## src/rtl/quanta_pkg.sv

```systemverilog
// Shared types and constants for the quanta core front end.
package quanta_pkg;
  localparam int XLEN = 32;
  localparam logic [XLEN-1:0] NOP_INSN = 32'h0000_0013;

  typedef enum logic [1:0] {
    S_REQ   = 2'd0,
    S_HOLD  = 2'd1,
    S_FLUSH = 2'd2
  } fetch_state_t;
endpackage

```

## src/rtl/fetch_unit.sv

```systemverilog
// Instruction fetch stage: single-outstanding req/ack bus, valid/ready IR to decode.
// Optional FETCH_ALIGN_CHECK_EN reports misaligned redirect targets as faults.
module fetch_unit
  import quanta_pkg::*;
#(
  parameter logic [XLEN-1:0] RESET_VECTOR = 32'h0000_0000,
  parameter logic [XLEN-1:0] NOP_INSN     = quanta_pkg::NOP_INSN
) (
  input  logic            clk,
  input  logic            rst_n,
  output logic            mem_stb,
  output logic [XLEN-1:0] mem_addr,
  input  logic            mem_ack,
  input  logic [XLEN-1:0] mem_data,
  input  logic            mem_err,
  input  logic            redirect_valid,
  input  logic [XLEN-1:0] redirect_pc,
  output logic [XLEN-1:0] ir,
  output logic [XLEN-1:0] ir_pc,
  output logic            ir_valid,
  input  logic            ir_ready,
  output logic            ir_fault,
  output logic [1:0]      dbg_state
);

  // Handshakes: decoder takes ir on a cycle with ir_valid && ir_ready; the bus
  // completes a request on a cycle with mem_stb && mem_ack (ack only while stb).

  fetch_state_t    state, state_n;
  logic [XLEN-1:0] pc, pc_n, req_addr, req_addr_n;
  logic [XLEN-1:0] ir_n, ir_pc_n;
  logic            ir_valid_n, ir_fault_n;
  logic            pend, pend_n;      // drained flush must end in a fault entry
  logic [XLEN-1:0] redir_tgt;
  logic            redir_bad;

`ifdef FETCH_ALIGN_CHECK_EN
  assign redir_tgt = redirect_pc;
  assign redir_bad = (redirect_pc[1:0] != 2'b00);
`else
  assign redir_tgt = redirect_pc & ~32'h0000_0003;
  assign redir_bad = 1'b0;
`endif

  // rst_n gating drops the strobe the instant reset asserts.
  assign mem_stb   = rst_n && (state == S_REQ || state == S_FLUSH);
  assign mem_addr  = req_addr;
  assign dbg_state = state;

  always_comb begin
    state_n    = state;
    pc_n       = pc;
    req_addr_n = req_addr;
    ir_n       = ir;
    ir_pc_n    = ir_pc;
    ir_valid_n = ir_valid;
    ir_fault_n = ir_fault;
    pend_n     = pend;
    if (redirect_valid) begin
      pc_n       = redir_tgt;
      ir_valid_n = 1'b0;
      ir_n       = NOP_INSN;
      ir_fault_n = 1'b0;
      if (state != S_HOLD && !mem_ack) begin
        // Request still in flight: drain it, keep its address on the bus.
        state_n = S_FLUSH;
        pend_n  = redir_bad;
      end else if (redir_bad) begin
        state_n    = S_HOLD;
        ir_valid_n = 1'b1;
        ir_fault_n = 1'b1;
        ir_pc_n    = redir_tgt;
        pend_n     = 1'b0;
      end else begin
        req_addr_n = redir_tgt;
        state_n    = S_REQ;
        pend_n     = 1'b0;
      end
    end else begin
      case (state)
        S_REQ: if (mem_ack) begin
          ir_n       = mem_err ? NOP_INSN : mem_data;
          ir_pc_n    = req_addr;
          ir_fault_n = mem_err;
          ir_valid_n = 1'b1;
          pc_n       = pc + 32'd4;
          state_n    = S_HOLD;
        end
        S_HOLD: if (ir_ready) begin
          ir_valid_n = 1'b0;
          ir_fault_n = 1'b0;
          ir_n       = NOP_INSN;
          req_addr_n = pc;
          state_n    = S_REQ;
        end
        S_FLUSH: if (mem_ack) begin
          if (pend) begin
            state_n    = S_HOLD;
            ir_valid_n = 1'b1;
            ir_fault_n = 1'b1;
            ir_n       = NOP_INSN;
            ir_pc_n    = pc;
            pend_n     = 1'b0;
          end else begin
            req_addr_n = pc;
            state_n    = S_REQ;
          end
        end
        default: state_n = S_REQ;
      endcase
    end
  end

  always_ff @(posedge clk or negedge rst_n) begin
    if (!rst_n) begin
      state    <= S_REQ;
      pc       <= RESET_VECTOR;
      req_addr <= RESET_VECTOR;
      ir       <= NOP_INSN;
      ir_pc    <= '0;
      ir_valid <= 1'b0;
      ir_fault <= 1'b0;
      pend     <= 1'b0;
    end else begin
      state    <= state_n;
      pc       <= pc_n;
      req_addr <= req_addr_n;
      ir       <= ir_n;
      ir_pc    <= ir_pc_n;
      ir_valid <= ir_valid_n;
      ir_fault <= ir_fault_n;
      pend     <= pend_n;
    end
  end

endmodule

```

## config.mk

```make
export PLATFORM = sky130hd
export DESIGN_NAME = fetch_unit
export DESIGN_NICKNAME = d
export VERILOG_FILES = /design/src/rtl/quanta_pkg.sv /design/src/rtl/fetch_unit.sv
export SDC_FILE = /design/constraint.sdc
export NUM_CORES = 1
export LEC_CHECK = 0
export ABC_AREA = 1
export BUFFER_PORTS_ARGS = -buffer_cell sky130_fd_sc_hd__buf_2
export CORE_UTILIZATION = 37
export CTS_CLUSTER_SIZE = 10
export DETAILED_ROUTE_END_ITERATION = 16
export PLACE_DENSITY = 0.61
export SKIP_LAST_GASP = 1
export SLEW_MARGIN = 20
export SYNTH_ARGS = -nofsm -noshare
export SYNTH_HDL_FRONTEND = slang
export SYNTH_SLANG_ARGS = --single-unit
```

## constraint.sdc

```tcl
create_clock -name clk -period 3.6 [get_ports clk]
set_clock_uncertainty 0.05 [all_clocks]
set_input_delay 0.36 -clock clk [delete_from_list [all_inputs] [get_ports clk]]
set_output_delay 0.36 -clock clk [all_outputs]
set_load 0.02 [all_outputs]
```

==> flow_summary.ini <==
[timing]
period_minus_slack_ps = 2740
fmax_ghz = 0.365
relSlewSlack_pct = 46.6
slew_viol_final = 0
rsz0062_at_grt = no
setup_violations = 0
worstMarginPinSlew_ps = 800
setup_slack_ps = 858
finalCritPeriodShare_pct = 76.2
setup-tns-final_ps = 0
hold_violations = 0

[logic_synthesis]
synthFlopType = dfrtp_1
synthCells = 906
syn_area_per_cell_um2 = 7.30
synth_nets = 980
synth-seq-area-share_pct = 48.5
ys_ff_latch = 128
ys_types = 34
synth_edf_count = 0
yosysWarningCount = 0
netlist_area_um2 = 6620
async_reset_ff_share_pct = 100

[setup_path]
crit_type = flip-flop to flip-flop
worstSetupStartpointType = flip-flop
max_stage_delay_ps = 480
r2r_start = dbg_state[0]
timing.rr.end = mem_addr[30]
path_max_fanout = 44
worstPathArrival_ps = 2970
reg2reg_setup_slack_ps = 860
cp.required_ps = 3830
crit_path_top_delay_cell = inv_2
cp_cell_sequence = inv_1 > ha_2 > inv_2 > nand2_1 > nand2_1 > a21oi_4 > inv_2 > nand2_1 > o21ai_1
crit_path_end_kind = flip-flop
r2r_cells = 9
crit_top_cell = nand2_1

[global_routing]
grt_max_degree = 83
antenna_found_initial = 1
grt_usage_pct = 21.2
grt_pass1_vias = 5759
grt_first_pass_wirelength_um = 30000
grt_overflow_total = 0

[cells_and_area]
drive_above_1_share_pct = 21.2
multiInputGateArea_um2 = 2920
fin_nets = 1129
fillerInstances = 1795
final_area_um2 = 8220
area_growth_pct = 24.2
layout_commonest_cell = nand2_1
layout_common_cells = nand2_1 (339), buf_2 (167), dfrtp_1 (125)
register_area_um2 = 3210
final_cells = 1294

[placement]
routabilityCongestion = 0.823
post-place-ws_ps = 823
place_inst = 1260
hpwl_um = 13600
placed_area_um2 = 7590
portBuffers = 168

[worst_hold_path]
hold_path.class = input port to flip-flop
hp-start = redirect_pc[4]
min_path_cells = 3
hold_end = pc[4]

[pwr]
p_leak_nw = 4.19
p_sw_mw = 1.98
seqPwrFrac_pct = 37.8
swShare_pct = 37.1
p_per_area_nw_per_um2 = 649
clockPowerShare_pct = 33.6
vdd_ir_drop_max_v = 0.000349
p_comb_share_pct = 28.6
internal_power_mw = 3.35

[clock_network]
htree_levels = 4
clkLatencyLatePin_ps = 420
cts_tree = built
clk_pin_slew_ps = 60
cts.sinks = 128
ctsHoldBuffers = 1
root_buffer = clkbuf_16
cts.repair.resized = 0
cts_setup_buffers = 0
cts_buffers = 17
clock_path_buffers = 2

[floorplan]
die_height_um = 136
pin_count = 171
design.die.area_um2 = 18400
die_width_um = 136
core.rowCount = 48
coreArea_um2 = 17400
start_util_pct = 38.1

[detailed_routing]
drt.antenna.violating_nets = 0
drtIter0Drc = 462
vias = 6365
route.detailed.drc = 0
vias_per_cell = 4.92
totalWireLength_um = 19000
dr.pass1.iters = 5
avgRoutedWirePerCell_um = 14.7

[status]
status = completed

[run]
maxCapViolations = 0
-- worst max path at each step --
stage / startpoint / endpoint / slack (ps) / cells past startpoint
2_1_floorplan: dbg_state[0] / mem_stb / 1700 / 5
4_1_cts: dbg_state[0] / mem_addr[30] / 810 / 9
5_1_grt: dbg_state[0] / mem_addr[23] / 600 / 9
6_report: dbg_state[0] / mem_addr[30] / 860 / 9
3_5_place_dp: dbg_state[0] / mem_addr[30] / 820 / 9
3_3_place_gp: dbg_state[0] / mem_addr[24] / 900 / 9
-- flip-flops by register name, indices dropped and copies added (netlist names) --
signal     cells
dbg_state      2
ir            32
ir_fault       1
ir_pc         31
ir_valid       1
mem_addr      31
pc            30
-- metrics by stage --
step	power (mW)	utilization (%)	hold WS, ps
final	5.33	47.3	141
after global routing	5.64	47.3	143
after CTS	5.38	47.3	126
after detailed placement	3.57	43.7	366
after global placement	3.55	43.7	370
after floorplan	2.98	-	14.4
-- logic make-up after synthesis --
kind of cell,after synthesis,synth area share (%)
and+or+nand+nor,486,29.3
buffers and inverters,117,7.53
xor gates and xnor gates,1,0.132
muxes,1,0.151
AOI/OAI and AO/OA,169,13.6
adders and majority gates,4,0.757
DFF,128,48.5
-- power groups by stage --
stage | Combinational (mW) | Clock (mW) | Sequential, mW
floorplan | 0.644 | 0 | 2.34
global placement | 1.53 | 0 | 2.03
detailed placement | 1.54 | 0 | 2.04
CTS | 1.54 | 1.82 | 2.01
global route | 1.70 | 1.89 | 2.06
finish | 1.52 | 1.79 | 2.02
-- cells in the mapped netlist, types with 2 or more instances --
library cell	number	share of area (%)
buf_1	3	0.17
nand2_1	340	19
o21ai_1	29	2.2
nor2_1	72	4.1
inv_2	4	0.23
nand2_2	3	0.28
clkbuf_1	15	0.85
nor2_2	5	0.47
buf_2	19	1.4
o22ai_1	2	0.19
o21ai_0	111	8.4
a21oi_1	16	1.2
buf_4	7	0.79
a41oi_1	2	0.26
dfstp_2	3	1.2
ha_1	4	0.76
nand3_1	51	3.9
o31ai_1	2	0.23
dfrtp_1	125	47
nor3_1	5	0.38
nand4_1	10	0.95
inv_1	66	3.7
-- routing by layer --
metal / track usage [%] / up-vias / part of all wire (%)
met5: 0 / - / 0
met4: 7.68 / 0 / 1.5
met3: 4.64 / 22 / 6.5
met2: 32.6 / 210 / 44
met1: 29.2 / 2921 / 48
li1: - / 3212 / -
-- layout make-up --
cell class / instances / area share, %
repair buffers: 176 / 11.3
flip-flops and latches: 128 / 39.0
inverters: 71 / 3.24
diodes: 1 / 0.0305
well taps: 225 / 3.43
clock buffers: 18 / 5.22
multi-input cells: 661 / 35.5
clock inverters: 14 / 2.22
-- critical path, delay by kind of cell (launching register included) --
family | cells | cell delay, ps
buf+inv | 3 | 810
flops | 1 | 390
simple gates | 3 | 360
compound gates | 2 | 520
fa+ha+maj | 1 | 460
(Power assumes the default switching activity.)
